### src/rtl/rf_writeback_if.sv
// Port bundle for rf_writeback: ALU/load result inputs, register-file write port,
// decode-stage forwarding lookups and queue occupancy.
interface rf_writeback_if #(
    parameter int DEPTH = 4,
    parameter int DW    = 32,
    parameter int AW    = 5
);
    localparam int CW = $clog2(DEPTH) + 1;

    logic          alu_valid;
    logic [AW-1:0] alu_addr;
    logic [DW-1:0] alu_data;

    logic          load_valid;
    logic          load_ready;
    logic [AW-1:0] load_addr;
    logic [DW-1:0] load_data;

    logic          write_enable;
    logic [AW-1:0] write_address3;
    logic [DW-1:0] write_data3;

    logic [AW-1:0] read_address1;
    logic [AW-1:0] read_address2;
    logic          fwd_hit1;
    logic [DW-1:0] fwd_data1;
    logic          fwd_hit2;
    logic [DW-1:0] fwd_data2;

    logic [CW-1:0] pending_count;

    modport master (
        output alu_valid, alu_addr, alu_data,
        output load_valid, load_addr, load_data,
        output read_address1, read_address2,
        input  load_ready,
        input  write_enable, write_address3, write_data3,
        input  fwd_hit1, fwd_data1, fwd_hit2, fwd_data2,
        input  pending_count
    );

    modport slave (
        input  alu_valid, alu_addr, alu_data,
        input  load_valid, load_addr, load_data,
        input  read_address1, read_address2,
        output load_ready,
        output write_enable, write_address3, write_data3,
        output fwd_hit1, fwd_data1, fwd_hit2, fwd_data2,
        output pending_count
    );
endinterface

### src/rtl/rf_writeback.sv
// Register-file write arbiter: ALU results win, loads wait in a DEPTH-entry queue; one cycle to write_enable.
// Loads are backpressured only by a full queue (load_ready from registered occupancy); ALU has no backpressure.
module rf_writeback #(
    parameter int DEPTH = 4,
    parameter int DW    = 32,
    parameter int AW    = 5
) (
    input  logic          clk,
    input  logic          rst_n,
    rf_writeback_if.slave wb
);
    localparam int PW = $clog2(DEPTH);
    localparam int CW = PW + 1;

    // Load queue; a slot is occupied by position (head..head+cnt), valid bit marks squash
    logic [DEPTH-1:0] ent_vld_q, ent_vld_d;
    logic [AW-1:0]    addr_q [DEPTH];
    logic [AW-1:0]    addr_d [DEPTH];
    logic [DW-1:0]    data_q [DEPTH];
    logic [DW-1:0]    data_d [DEPTH];
    logic [PW-1:0]    head_q, head_d;
    logic [PW-1:0]    tail_q, tail_d;
    logic [CW-1:0]    cnt_q, cnt_d;

    // Output stage feeding the register file
    logic             we_q, we_d;
    logic [AW-1:0]    wa_q, wa_d;
    logic [DW-1:0]    wd_q, wd_d;

    logic alu_take, full, empty, load_acc, load_keep, pop, cut, push;

    always_comb begin
        alu_take  = wb.alu_valid && (wb.alu_addr != '0);
        full      = (cnt_q == CW'(DEPTH));
        empty     = (cnt_q == '0);
        load_acc  = wb.load_valid && !full;
        // A same-cycle ALU write to the same register is younger, so the load is dead
        load_keep = load_acc && (wb.load_addr != '0)
                    && !(wb.alu_valid && (wb.alu_addr == wb.load_addr));
        pop       = !empty && !alu_take;
        cut       = empty && !alu_take && load_keep;
        push      = load_keep && !cut;
    end

    always_comb begin
        we_d = 1'b0;
        wa_d = wa_q;
        wd_d = wd_q;
        if (alu_take) begin
            we_d = 1'b1;
            wa_d = wb.alu_addr;
            wd_d = wb.alu_data;
        end else if (pop) begin
            if (ent_vld_q[head_q]) begin
                we_d = 1'b1;
                wa_d = addr_q[head_q];
                wd_d = data_q[head_q];
            end
        end else if (cut) begin
            we_d = 1'b1;
            wa_d = wb.load_addr;
            wd_d = wb.load_data;
        end
    end

    always_comb begin
        ent_vld_d = ent_vld_q;
        addr_d    = addr_q;
        data_d    = data_q;
        head_d    = head_q;
        tail_d    = tail_q;
        cnt_d     = cnt_q;

        // WAW: an issuing ALU write kills every older queued write to the same register
        if (alu_take) begin
            for (int i = 0; i < DEPTH; i++) begin
                if (addr_q[i] == wb.alu_addr) begin
                    ent_vld_d[i] = 1'b0;
                end
            end
        end

        if (pop) begin
            ent_vld_d[head_q] = 1'b0;
            head_d            = head_q + 1'b1;
        end

        if (push) begin
            ent_vld_d[tail_q] = 1'b1;
            addr_d[tail_q]    = wb.load_addr;
            data_d[tail_q]    = wb.load_data;
            tail_d            = tail_q + 1'b1;
        end

        case ({push, pop})
            2'b10:   cnt_d = cnt_q + 1'b1;
            2'b01:   cnt_d = cnt_q - 1'b1;
            default: cnt_d = cnt_q;
        endcase
    end

    always_ff @(posedge clk or negedge rst_n) begin
        if (!rst_n) begin
            ent_vld_q <= '0;
            for (int i = 0; i < DEPTH; i++) begin
                addr_q[i] <= '0;
                data_q[i] <= '0;
            end
            head_q <= '0;
            tail_q <= '0;
            cnt_q  <= '0;
            we_q   <= 1'b0;
            wa_q   <= '0;
            wd_q   <= '0;
        end else begin
            ent_vld_q <= ent_vld_d;
            addr_q    <= addr_d;
            data_q    <= data_d;
            head_q    <= head_d;
            tail_q    <= tail_d;
            cnt_q     <= cnt_d;
            we_q      <= we_d;
            wa_q      <= wa_d;
            wd_q      <= wd_d;
        end
    end

    // Forwarding: output stage first, then walk queue oldest->youngest so the youngest wins
    logic [AW-1:0] ra     [2];
    logic          fhit   [2];
    logic [DW-1:0] fdat   [2];

    always_comb begin
        ra[0] = wb.read_address1;
        ra[1] = wb.read_address2;
    end

    always_comb begin
        logic [PW-1:0] idx;
        idx = '0;
        for (int p = 0; p < 2; p++) begin
            fhit[p] = 1'b0;
            fdat[p] = '0;
            if (we_q && (wa_q == ra[p])) begin
                fhit[p] = 1'b1;
                fdat[p] = wd_q;
            end
            for (int i = 0; i < DEPTH; i++) begin
                idx = head_q + i[PW-1:0];
                if ((CW'(i) < cnt_q) && ent_vld_q[idx] && (addr_q[idx] == ra[p])) begin
                    fhit[p] = 1'b1;
                    fdat[p] = data_q[idx];
                end
            end
            if (ra[p] == '0) begin
                fhit[p] = 1'b0;
                fdat[p] = '0;
            end
        end
    end

    assign wb.load_ready     = !full;
    assign wb.pending_count  = cnt_q;
    assign wb.write_enable   = we_q;
    assign wb.write_address3 = wa_q;
    assign wb.write_data3    = wd_q;
    assign wb.fwd_hit1       = fhit[0];
    assign wb.fwd_data1      = fdat[0];
    assign wb.fwd_hit2       = fhit[1];
    assign wb.fwd_data2      = fdat[1];
endmodule

### src/flat_wrapper.sv
// flat-port wrapper written by rule: the top's interface ports become plain ports
module rf_writeback_flat 
#(
    parameter int DEPTH = 4,
    parameter int DW    = 32,
    parameter int AW    = 5
)
  (clk, rst_n, wb_alu_valid, wb_alu_addr, wb_alu_data, wb_load_valid, wb_load_addr, wb_load_data, wb_read_address1, wb_read_address2, wb_load_ready, wb_write_enable, wb_write_address3, wb_write_data3, wb_fwd_hit1, wb_fwd_data1, wb_fwd_hit2, wb_fwd_data2, wb_pending_count);
  rf_writeback_if #(.DEPTH(DEPTH), .DW(DW), .AW(AW)) wb_i ();
  input  logic clk;
  input  logic rst_n;
  input wire logic [$bits(wb_i.alu_valid)-1:0] wb_alu_valid;
  input wire logic [$bits(wb_i.alu_addr)-1:0] wb_alu_addr;
  input wire logic [$bits(wb_i.alu_data)-1:0] wb_alu_data;
  input wire logic [$bits(wb_i.load_valid)-1:0] wb_load_valid;
  input wire logic [$bits(wb_i.load_addr)-1:0] wb_load_addr;
  input wire logic [$bits(wb_i.load_data)-1:0] wb_load_data;
  input wire logic [$bits(wb_i.read_address1)-1:0] wb_read_address1;
  input wire logic [$bits(wb_i.read_address2)-1:0] wb_read_address2;
  output wire logic [$bits(wb_i.load_ready)-1:0] wb_load_ready;
  output wire logic [$bits(wb_i.write_enable)-1:0] wb_write_enable;
  output wire logic [$bits(wb_i.write_address3)-1:0] wb_write_address3;
  output wire logic [$bits(wb_i.write_data3)-1:0] wb_write_data3;
  output wire logic [$bits(wb_i.fwd_hit1)-1:0] wb_fwd_hit1;
  output wire logic [$bits(wb_i.fwd_data1)-1:0] wb_fwd_data1;
  output wire logic [$bits(wb_i.fwd_hit2)-1:0] wb_fwd_hit2;
  output wire logic [$bits(wb_i.fwd_data2)-1:0] wb_fwd_data2;
  output wire logic [$bits(wb_i.pending_count)-1:0] wb_pending_count;
  assign wb_i.alu_valid = wb_alu_valid;
  assign wb_i.alu_addr = wb_alu_addr;
  assign wb_i.alu_data = wb_alu_data;
  assign wb_i.load_valid = wb_load_valid;
  assign wb_i.load_addr = wb_load_addr;
  assign wb_i.load_data = wb_load_data;
  assign wb_i.read_address1 = wb_read_address1;
  assign wb_i.read_address2 = wb_read_address2;
  assign wb_load_ready = wb_i.load_ready;
  assign wb_write_enable = wb_i.write_enable;
  assign wb_write_address3 = wb_i.write_address3;
  assign wb_write_data3 = wb_i.write_data3;
  assign wb_fwd_hit1 = wb_i.fwd_hit1;
  assign wb_fwd_data1 = wb_i.fwd_data1;
  assign wb_fwd_hit2 = wb_i.fwd_hit2;
  assign wb_fwd_data2 = wb_i.fwd_data2;
  assign wb_pending_count = wb_i.pending_count;
  rf_writeback #(.DEPTH(DEPTH), .DW(DW), .AW(AW)) u_core (.clk(clk), .rst_n(rst_n), .wb(wb_i));
endmodule
### config.mk
export PLATFORM = sky130hd
export DESIGN_NAME = rf_writeback_flat
export DESIGN_NICKNAME = d
export VERILOG_FILES = /design/src/rtl/rf_writeback_if.sv /design/src/rtl/rf_writeback.sv /design/src/flat_wrapper.sv
export SDC_FILE = /design/constraint.sdc
export NUM_CORES = 1
export LEC_CHECK = 0
export CAP_MARGIN = 20
export CORE_AREA = 5 5 221 137
export DETAILED_ROUTE_END_ITERATION = 7
export DIE_AREA = 0 0 226 142
export GPL_ROUTABILITY_DRIVEN = 0
export HOLD_SLACK_MARGIN = 0.06
export PLACE_DENSITY_LB_ADDON = 0.15
export SETUP_SLACK_MARGIN = 0.5
export SLEW_MARGIN = 20
export SYNTH_ARGS = -nofsm -noshare
export SYNTH_HDL_FRONTEND = slang
export SYNTH_SLANG_ARGS = --single-unit
### constraint.sdc
create_clock -name clk -period 6.45 [get_ports clk]
set_clock_uncertainty 0.15 [all_clocks]
set_input_delay 1.29 -clock clk [delete_from_list [all_inputs] [get_ports clk]]
set_output_delay 1.29 -clock clk [all_outputs]
set_load 0.005 [all_outputs]
# Word level (Yosys, flattened, before mapping)
# Index checks and enable logic that the tools add are counted.
# W data, S select, Z words.
# word_totals
word_cells,190
ramBits,0
latchBits,0
out_inout_bits,108
memories,0
mem_bits_ro,0
input_bits,88
regBits,197
# classes
n_lt_le_gt_ge,17
muxes,86
n_div,0
reduce_logical,39
eq_ne,19
add_sub_neg,6
multipliers,0
shift,0
bitwise,8
# ops
op,count
$mux W32,25
$bmux W32 S2,4
$bwmux W128,1
$eq A5 B5 Y1,15
$mux W5,13
$demux W32 S2,1
$bmux W5 S2,4
$logic_and A1 B1 Y1,26
$mux W1,26
$bwmux W20,1
$ge A3 B3 Y1 const B,5
$lt A2 B3 Y1 const B,5
$not A2 Y3,5
$mux W4,3
$demux W5 S2,1
$logic_not A5 Y1,2
$reduce_bool A5 Y1,2
$bmux W1 S2,4
$lt A1 B3 Y1 const A,2
$lt A2 B3 Y1 const A,2
$pmux W3 S2,1
$logic_not A1 Y1,5
$add A2 B1 Y2 const B,2
$add A2 B2 Y2 const B,2
other kinds (16),18

# Longest topological paths before layout
# depth
depth_word,11
mapped_depth,18

# Least setup slack after synthesis
# No wires, ideal clock.
# synth_timing
path_kind,flip-flop to output port
startpoint,reg u_core.head_q[0]
endpoint,out wb_fwd_data2[10]
arrival_ns,4.262
path_slack_ns,0.748
path_stages_with_launch,19
cell_sequence,dfrtp_1 > buf_6 > buf_12 > buf_8 > buf_2 > buf_2 > buf_2 > inv_1 > ha_1 > buf_2 > buf_2 > mux4_2 > xnor2_1 > nand2_1 > nor2_1 > or3_1 > buf_2 > clkbuf_1 > o311ai_1
# synth_between
elab_chain_cells,11
# synth_lines
item,line,text
"start, declared",rf_writeback.sv:21,"logic [PW-1:0] head_q, head_d;"
"start signal, assigned",rf_writeback.sv:109,head_q <= '0;
"start signal, assigned",rf_writeback.sv:119,head_q <= head_d;
$add A2 B1 Y2 or $not A2 Y3 (tied branches),"rf_writeback.sv:149, rf_writeback.sv:150, rf_writeback.sv:152",
$not A2 Y3 (not written as such) or $bmux W5 S2 (tied branches),"rf_writeback.sv:150, rf_writeback.sv:152",
$bmux W5 S2 or $mux W5 (tied branches),rf_writeback.sv:150,if ((CW'(i) < cnt_q) && ent_vld_q[idx] && (addr_q[idx] == ra[p])) begin
$mux W5 (not written as such),rf_writeback.sv:150,
$mux W5 (not written as such) or $eq A5 B5 Y1 (tied branches),rf_writeback.sv:150,
$eq A5 B5 Y1 or $logic_and A1 B1 Y1 (tied branches),rf_writeback.sv:150,
$logic_and A1 B1 Y1 or $mux W32 (tied branches),rf_writeback.sv:150,
$mux W32 (2 in series),rf_writeback.sv:150,
$mux W32 *,rf_writeback.sv:150,
$mux W32 *,rf_writeback.sv:155,if (ra[p] == '0) begin
"end, declared",flat_wrapper.sv:27,output wire logic [$bits(wb_i.fwd_data2)-1:0] wb_fwd_data2;
# Mark *: on every way between the ends. The rest lies on a longest branch, timed or not. The select of a mux whose other input is x is not followed.

# Worst setup path after layout
# layout_timing
startpoint,in wb_read_address1[1]
endpoint,out wb_fwd_hit1
# layout_between
elab_chain_cells,8
# layout_lines
item,line,text
"start, declared",flat_wrapper.sv:18,input wire logic [$bits(wb_i.read_address1)-1:0] wb_read_address1;
$eq A5 B5 Y1,rf_writeback.sv:144,if (we_q && (wa_q == ra[p])) begin
$logic_and A1 B1 Y1,rf_writeback.sv:144,
$mux W1,rf_writeback.sv:144,
$mux W1 (4 in series),rf_writeback.sv:150,
$mux W1 *,rf_writeback.sv:155,
"end, declared",flat_wrapper.sv:24,output wire logic [$bits(wb_i.fwd_hit1)-1:0] wb_fwd_hit1;
# Mark *: on every way between the ends. The rest lies on a longest branch, timed or not.

==> flow_summary_export.csv <==
group,metric,value,unit
pwr,power,11.45,mW
clocking,clk_pin_slew,0.08,ns
synth,synthTopCellsByArea,"dfrtp_1, mux4_2, mux2_2",
placement,portBuffers,195,
floorplan,fp-row-count,48,
floorplan,die_x,226,µm
timing,slew_viol_final,0,
pwr,p_seq_share,23.9,%
synth,synth.cell_area,16050,µm²
job,cap_violations,0,
synth,synth_warnings,0,
layout,layout_common_cells,"dfrtp_1, clkdlybuf4s50_1, mux2_2, mux4_2, nand2_1",
pwr,internal_power,6.162,mW
global_route,grt.busiest_layer,"met2",
setup_path,cp.required,5.01,ns
layout,register_area,4937,µm²
layout,drive_gt1_share,28.26,%
clocking,cts_made_buffers,17,
global_route,met2_usage,50.44,%
setup_path,cp_max_fo,13,
setup_path,critPathMaxStageDelay,0.60,ns
synth,synth_top_area_share,30.72,%
clocking,clockRootBuffer,"clkbuf_16",
synth,ys_seq_area_share,30.72,%
timing,relSlewSlack,32.07,%
timing,hold_violations,0,
setup_path,path_cells,"clkdlybuf4s50_1 > or2_2 > mux2i_1 > o2111ai_4 > nor2_8 > buf_12 > nor3_1 > a21boi_0 > clkdlybuf4s50_1",
clocking,ctsHoldBuffers,0,
timing,max_freq,168.5,MHz
setup_path,cp_data_arrival_time,4.49,ns
placement,dpl.hpwl,36400,µm
clocking,clock_sinks,197,
pwr,clkPwrFrac,9.9,%
synth,synth_cells,1462,
clocking,clock_latency,0.47,ns
floorplan,die_area,32090,µm²
setup_path,critPathSlowestCell,"clkdlybuf4s50_1",
synth,synthArstFlopShare,100.0,%
pwr,switching_share,46.18,%
global_route,met3_usage,12.84,%
global_route,gr-total-overflow,0,
synth,ys_types,62,
clocking,clock_path_buffers,2,
timing,period_needed,5.935,ns
layout,n_fill_cell,2121,
global_route,antenna_found_initial,4,
pwr,power_frac_comb,66.2,%
floorplan,die_y,142,µm
timing,fin_crit_sh,92.01,%
detailed_routing,num_vias,14581,
detailed_routing,drc,0,
timing,fin_setup_tns,0,ns
setup_path,cpMostUsedCell,"clkdlybuf4s50_1",
min_path,hold_class,"reg -> reg",
global_route,grt_pass1_vias,14172,
run_status,status,"finished, final reports clean",
setup_path,cp-end-kind,"output pin",
clocking,cts_tree,"built",
synth,synth_edf_count,0,
detailed_routing,routed_wirelength,57720,µm
synth,synth_area_leader_cell,"dfrtp_1",
floorplan,ios,196,
clocking,cts-htree-levels,4,
global_route,grt_util_all_layers,35.48,%
timing,finalSetupViolCount,0,
detailed_routing,vias_per_cell,7.394,
layout,syn_to_final_growth,19.00,%
global_route,met1_usage,49.99,%
timing,rsz0062_at_grt,"true",
pwr,peakVddDrop,0.0003997,V
global_route,grt_max_degree,121,
detailed_routing,routedWlPerCell,29.27,µm
global_route,grt_pass1_wl,86770,µm
setup_path,path_class,"in -> out",
synth,synth-main-ff-cell,"dfrtp_1",
floorplan,design.core.area,28170,µm²
detailed_routing,drt_iter0_markers,2741,
layout,final_common_cell,"dfrtp_1",
pwr,p_per_area,599.6,nW/µm²
synth,syn-num-nets,1563,
pwr,switching_power,5.286,mW
pwr,power.leakage,7.200,nW
synth,ys_seq_elements,197,
timing,worstMarginPinSlew,1.019,ns
setup_path,worstSetupStartpointType,"input pin",
layout,final_nets,1684,
floorplan,initial_core_util,56.97,%
detailed_routing,first_pass_iters,8,
detailed_routing,drtAntennaViolNets,0,
layout,multi_input_area,10270,µm²
synth,synth_area_per_cell,10.97,µm²
## logic make-up (layout without fill, tap and decap cells)
logic type	after synthesis	in the layout	share of synthesized area, %
flip-flops	197	197	30.72
multiplexers	326	326	32.28
AO/OA/AOI/OAI	309	309	15.70
other	0	1	0
buffers and inverters	221	355	6.059
AND/OR/NAND/NOR	321	321	9.981
adder cells (fa/ha/maj)	13	13	1.014
XOR/XNOR	75	75	4.234
## final timing paths
| check | start | end | slack (ns) | cells after the start |
|---|---|---|---|---|
| hold / removal | u_core.data_q[117] | u_core.data_q[117] | 0.42 | 1 |
| setup reg to reg | u_core.wb.pending_count[0] | u_core.data_q[77] | 2.98 | 8 |
| min in group asynchronous | rst_n | u_core.data_q[61] | 0.63 | 1 |
| max in group asynchronous | rst_n | u_core.data_q[77] | 4.67 | 2 |
| hold reg to reg | u_core.data_q[117] | u_core.data_q[117] | 0.42 | 1 |
| setup / recovery | wb_read_address1[1] | wb_fwd_hit1 | 0.52 | 9 |
## cell type report
cell class / count / area share [%]
well taps: 375 / 2.457
repair buffers: 260 / 13.52
flip-flops and latches: 197 / 25.86
clock buffers: 20 / 2.339
multi-input cells: 1044 / 53.81
inverters: 63 / 1.239
clock inverters: 12 / 0.7602
diodes: 1 / 0.01311
## registers in the layout, summed over array words and instances, names as in the netlist
register and count:
u_core.wb.pending_count 3, u_core.data_q 128, u_core.tail_q 2, u_core.addr_q 20, u_core.wb.write_address3 5, u_core.wb.write_enable 1
u_core.head_q 2, u_core.ent_vld_q 4, u_core.wb.write_data3 32
## synthesized netlist by cell type, drive strengths merged (2+ instances only)
master   count
nor2        47
xor2        37
nor3         8
a21oi        6
o311ai      22
a311oi      39
nand3       41
mux2       152
o31ai       42
a221oi      25
o2111ai      2
o211ai      41
and3         2
inv         63
mux2i       36
clkbuf      88
o21ai       55
nand2      135
and4        18
a22oi       33
or4          2
xnor2       38
dfrtp      197
o221ai      20
or2          5
o21a         3
ha          13
a32oi        4
a211oi      12
nand3b      21
nor2b        3
nand4       13
buf         70
nor4        14
mux4       138
nand2b       7
and2         3
## critical path: cells and delay by family
kind,cells,cell delay [ns]
AND/OR/NAND/NOR,3,0.81
multiplexers,1,0.26
AO/OA/AOI/OAI,2,0.73
buffers and inverters,3,1.41
## per-layer routing
metal  share of wire [%]  vias up
met3                  15      183
li1                    -     5921
met2                  43     1160
met5               0.057        -
met4                 3.6        6
met1                  39     7311
## timing repair
item	4_1_cts	5_1_grt
setup buffers	5	9
resized for setup	5	11
endpoints found under the setup margin	34	48
pin swaps	3	4
endpoints found under the hold margin	0	0
## through the flow
stage,utilization (%),std cells,worst slack (ns),instance area [µm²],hold WS [ns]
detailed placement,64.87,1924,0.4378,18270,0.3926
finish,67.79,1972,0.5154,19090,0.4155
global route,67.79,1972,0.3978,19090,0.4270
floorplan,-,1462,0.7484,16050,0.3412
global placement,64.87,1924,0.5561,18270,0.3805
CTS,67.19,1961,0.4575,18930,0.4095
## power by group through the flow
stage                     registers, mW  logic [mW]  clock network (mW)
final                              2.74        7.58                1.13
after global routing               2.81        8.00                1.18
after CTS                          2.68        7.36                1.13
after detailed placement           2.70        7.25                   0
after global placement             2.62        7.13                   0
after floorplan                    2.42        5.19                   0
Note: power is estimated with default switching activity, not from simulation.
